==> src/rtl/tpu_pkg.sv <==
// Shared constants and types for the matrix-unit front end.
package tpu_pkg;

  typedef enum logic {
    ST_LOAD = 1'b0,
    ST_RUN  = 1'b1
  } state_e;

  localparam logic [2:0] MMU_LAST_CYCLE = 3'd5;
  localparam int         LOAD_BYTES     = 8;
  localparam int         INPUT_BASE_IDX = 4;

  localparam logic [2:0] LAST_IDX  = 3'(LOAD_BYTES - 1);
  localparam logic [2:0] INPUT_IDX = 3'(INPUT_BASE_IDX);

endpackage

==> src/rtl/mmu_cycle_counter.sv <==
// Feeder step counter: walks 0..MMU_LAST_CYCLE while running and flags the
// final step so the loader can leave RUN.
module mmu_cycle_counter
  import tpu_pkg::*;
(
  input  logic       clk,
  input  logic       rst_n,
  input  logic       start_i,
  input  logic       run_i,
  input  logic       flush_i,
  output logic [2:0] cnt_o,
  output logic       tc_o
);

  logic [2:0] cnt_q;

  assign tc_o  = run_i && (cnt_q == MMU_LAST_CYCLE);
  assign cnt_o = cnt_q;

  // Count while running; any start, flush or wrap returns to step 0.
  always_ff @(posedge clk or negedge rst_n) begin
    if (!rst_n)                        cnt_q <= 3'd0;
    else if (flush_i || start_i || tc_o) cnt_q <= 3'd0;
    else if (run_i)                    cnt_q <= cnt_q + 3'd1;
  end

endmodule

==> src/rtl/mmu_loader.sv <==
// Operand loader for the 2x2 matrix unit: collects four weight bytes and
// four input bytes from the host, then runs the feeder for six steps.
// Optional build macro: MMU_LOADER_WEIGHT_REUSE_EN (4-byte loads that keep
// the previously captured weights when reuse_w is set).
module mmu_loader
  import tpu_pkg::*;
(
  input  logic       clk,
  input  logic       rst_n,
  input  logic       load_valid,
  input  logic [7:0] load_data,
  input  logic       reuse_w,
  input  logic       flush,
  output logic       load_ready,
  output logic [7:0] weight_0,
  output logic [7:0] weight_1,
  output logic [7:0] weight_2,
  output logic [7:0] weight_3,
  output logic [7:0] input_0,
  output logic [7:0] input_1,
  output logic [7:0] input_2,
  output logic [7:0] input_3,
  output logic       en,
  output logic [2:0] mmu_cycles,
  output logic       busy,
  output logic       done
);

  state_e          state_q, state_d;
  logic [2:0]      idx_q;
  logic            w_loaded_q;
  logic [3:0][7:0] weight_q;
  logic [3:0][7:0] input_q;
  logic            done_q;
  logic            accept, last_byte, tc, reuse_hit;

  // A byte presented alongside flush is dropped.
  assign accept    = load_valid && load_ready && !flush;
  assign last_byte = accept && (idx_q == LAST_IDX);

`ifdef MMU_LOADER_WEIGHT_REUSE_EN
  assign reuse_hit = accept && (idx_q == 3'd0) && reuse_w && w_loaded_q;
`else
  logic unused_reuse;
  assign reuse_hit    = 1'b0;
  assign unused_reuse = reuse_w ^ w_loaded_q;
`endif

  mmu_cycle_counter u_cnt (
    .clk     (clk),
    .rst_n   (rst_n),
    .start_i (last_byte),
    .run_i   (state_q == ST_RUN),
    .flush_i (flush),
    .cnt_o   (mmu_cycles),
    .tc_o    (tc)
  );

  // State register.
  always_ff @(posedge clk or negedge rst_n) begin
    if (!rst_n) state_q <= ST_LOAD;
    else        state_q <= state_d;
  end

  // Next state: flush wins, otherwise LOAD->RUN on the last byte, RUN->LOAD on terminal count.
  always_comb begin
    state_d = state_q;
    if (flush) state_d = ST_LOAD;
    else begin
      case (state_q)
        ST_LOAD: if (last_byte) state_d = ST_RUN;
        ST_RUN:  if (tc)        state_d = ST_LOAD;
        default:                state_d = ST_LOAD;
      endcase
    end
  end

  // State-decoded outputs.
  always_comb begin
    load_ready = (state_q == ST_LOAD);
    en         = (state_q == ST_RUN);
    busy       = (state_q == ST_RUN);
  end

  // Byte index and operand capture; registers only move on accepted bytes.
  always_ff @(posedge clk or negedge rst_n) begin
    if (!rst_n) begin
      idx_q      <= 3'd0;
      w_loaded_q <= 1'b0;
      weight_q   <= '0;
      input_q    <= '0;
    end else if (flush) begin
      idx_q <= 3'd0;
    end else if (reuse_hit) begin
      input_q[0] <= load_data;
      idx_q      <= INPUT_IDX + 3'd1;
    end else if (accept) begin
      if (idx_q < INPUT_IDX) weight_q[idx_q[1:0]] <= load_data;
      else                   input_q[idx_q[1:0]]  <= load_data;
      if (idx_q == INPUT_IDX - 3'd1) w_loaded_q <= 1'b1;
      idx_q <= last_byte ? 3'd0 : idx_q + 3'd1;
    end
  end

  // One-cycle done on a natural end of run; a flush suppresses it.
  always_ff @(posedge clk or negedge rst_n) begin
    if (!rst_n) done_q <= 1'b0;
    else        done_q <= tc && !flush;
  end

  assign done     = done_q;
  assign weight_0 = weight_q[0];
  assign weight_1 = weight_q[1];
  assign weight_2 = weight_q[2];
  assign weight_3 = weight_q[3];
  assign input_0  = input_q[0];
  assign input_1  = input_q[1];
  assign input_2  = input_q[2];
  assign input_3  = input_q[3];

endmodule

==> config.mk <==
export PLATFORM = sky130hd
export DESIGN_NAME = mmu_loader
export DESIGN_NICKNAME = d
export VERILOG_FILES = /design/src/rtl/tpu_pkg.sv /design/src/rtl/mmu_cycle_counter.sv /design/src/rtl/mmu_loader.sv
export SDC_FILE = /design/constraint.sdc
export NUM_CORES = 1
export LEC_CHECK = 0
export BUFFER_PORTS_ARGS = -buffer_cell sky130_fd_sc_hd__buf_2
export CORE_MARGIN = 1
export CORE_UTILIZATION = 28
export CTS_BUF_LIST = sky130_fd_sc_hd__clkbuf_8
export CTS_CLUSTER_SIZE = 8
export DETAILED_ROUTE_END_ITERATION = 12
export PLACE_DENSITY = 0.6
export SLEW_MARGIN = 10
export SYNTH_ARGS = -nofsm -noshare
export SYNTH_HDL_FRONTEND = slang
export SYNTH_SLANG_ARGS = --single-unit
==> constraint.sdc <==
create_clock -name clk -period 3.1 [get_ports clk]
set_input_delay 0.155 -clock clk [delete_from_list [all_inputs] [get_ports clk]]
set_output_delay 0.155 -clock clk [all_outputs]
set_load 0.05 [all_outputs]
==> impl_metrics.ini <==
[grt]
track_usage = 0.1267
grt_pass1_vias = 1847
grt_max_degree = 73
grt_pass1_wl_um = 10290
antenna_found_initial = 0
grt-ovfl-total = 0

[clock_network]
cts-root-buf = clkbuf_8
cts_tree = yes
clkLatencyLatePin_ns = 0.34
cts_max_level = 3
clkTransAtPathRegs_ns = 0.07
numCtsBuffers = 9
cts_sinks = 72
cts_buffer_depth = 2
cts_setup_buffers = 0

[place]
hpwl_um = 4265
gp_congestion = 0.7486
port-buffer-count = 82

[critical_path]
critPathMaxStageDelay_ns = 0.56
crit_family = simple AND/OR/NAND/NOR gates
cp_num_buf_inv = 1
worstPathRequired_ns = 3.33
cp_max_fo = 11
slowest_stage = and3_1
crit_type = reg -> reg
arrival_ns = 2.12
cp-start-kind = flip-flop
crit_chain = nor2b_1 > buf_4 > and3_1 > mux2_2
end_kind = flip-flop

[synth]
netlist.top_cell.by_area = dfrtp_1
synthTopCellsByCount = dfrtp_1, mux2_2, ha_1
syn_area_mm2 = 0.002917
ys_ff_latch = 72
synth_cells = 189
synth_cell_type_count = 22
yosys_warnings = 0
syn_nets = 209
synthTopCellsByArea = dfrtp_1, mux2_2, ha_1
synth_area_per_cell_um2 = 15.43
yosysMostFrequentCell = dfrtp_1
synth_edf_count = 0
yosys_most_used_dff = dfrtp_1
synth-seq-area-share = 0.6178
synth_top_area_share = 0.6178
synthArstFlopShare = 1.000

[sta]
rsz0062_at_grt = false
min_period_over_period = 0.6117
setup_viol = 0
skew_ns = 0.009637
max_freq_mhz = 527.4
worstMarginPinSlew_ns = 0.9213
setup_tns_ns = 0
finalMaxSlewViolations = 0
fin_hold_ws_ns = 0.1224
slew_headroom = 0.3858
hold_viol = 0
period_minus_slack_ns = 1.896

[route]
viasPerCell = 4.482
drc = 0
dr.pass1.iters = 3
wirelength_um = 6455
detail-route-antenna-nets = 0
drt_iter0_markers = 52
dr_total_vias = 1860
wl_per_cell_um = 15.55

[floorplan]
rows = 36
fp.dieH_um = 104.1
core_area_mm2 = 0.009955
fp.dieArea_mm2 = 0.01083
fp.dieW_um = 104.1
num_io_pins = 84
initial_core_util = 0.2930

[power]
peakVddDrop_mv = 0.2303
cellLeakagePower_nw = 1.926
power_per_cell_area_mw_per_mm2 = 670.1

[layout]
syn2layout_area_growth_pct = 24.50
seqCellArea_mm2 = 0.001802
n_antenna_cell = 0
multi_input_area_mm2 = 0.001056
fin_nets = 298
post-route-util = 0.3648
drive_gt1_frac = 0.5957
nFillCells = 981

[run_status]
status = completed

[hold_path]
hp-class = in -> reg

[job]
cap_violations = 0
flip-flops by register name, summed over array words and instances, names as in the netlist:
name and flops:
input_0 8, input_1 8, input_2 8, input_3 8
weight_0 8, weight_1 8, weight_2 8, weight_3 8
idx_q 3, u_cnt.cnt_o 3, busy 1, done 1
cell families after synthesis:
family,Yosys count,synth area share
compound gates,9,0.01801
flops,72,0.6178
buf+inv,10,0.02016
simple gates,27,0.06692
fa+ha+maj,7,0.03003
mux,64,0.2471
layout make-up:
cell class	count	share of cell area
timing repair buffer	84	0.1185
clock buffer	9	0.03411
inverter	4	0.004135
sequential	72	0.4962
clock inverter	6	0.01034
tap	133	0.04583
multi-input combinational	107	0.2908
layer usage:
metal,vias to the layer above,global-route usage,wire [um]
met5,-,0,0
met4,0,0.04898,112
met3,12,0.04010,285
met2,51,0.1905,3010
met1,944,0.1695,3047
li1,853,-,-
where the power goes:
part	internal (W)	total (W)	switching, W
Sequential	0.00105	0.00111	0.0000558
Clock	0.000281	0.000631	0.000349
Combinational	0.000173	0.000695	0.000522
timing repair:
item,CTS,global route
resized for setup,0,0
endpoints found under the hold margin,72,0
hold buffers,1,0
final timing paths:
path | start | to | slack [ns] | cells past startpoint
min reg2reg | weight_0[0] | weight_0[0] | 0.50 | 1
max in group asynchronous | rst_n | weight_2[1] | 2.02 | 2
max | busy | input_1[1] | 1.20 | 4
max reg2reg | busy | input_1[1] | 1.20 | 4
min | flush | idx_q[2] | 0.12 | 2
min in group asynchronous | rst_n | input_2[7] | 0.50 | 2
placed cells by master (no fill, tap or decap):
cell type      instances
clkbuf_8               9
nand3_2                3
a22oi_1                2
nand2_1                6
nor2_1                 3
nor2b_1                3
and3_1                 3
clkinv_2               3
buf_2                 81
mux2_2                64
buf_4                  2
nand4b_2               1
o21ai_0                1
nor4b_4                1
inv_1                  4
or3_1                  1
dfrtp_1               72
dlygate4sd3_1          1
ha_1                   7
nand2b_4               1
a21o_1                 1
nor3_1                 1
a21oi_1                5
nand3b_1               4
clkinvlp_4             3
per-stage QoR:
step	instance area (um^2)	power (W)	setup WS, ns	std cells
after floorplan	2917	0.001643	1.321	189
after global placement	3460	0.001817	1.173	399
after detailed placement	3460	0.001829	1.163	399
after CTS	3631	0.002479	1.154	415
after global routing	3631	0.002560	1.093	415
final	3631	0.002433	1.204	415
Power figures use the tool's default switching activity.
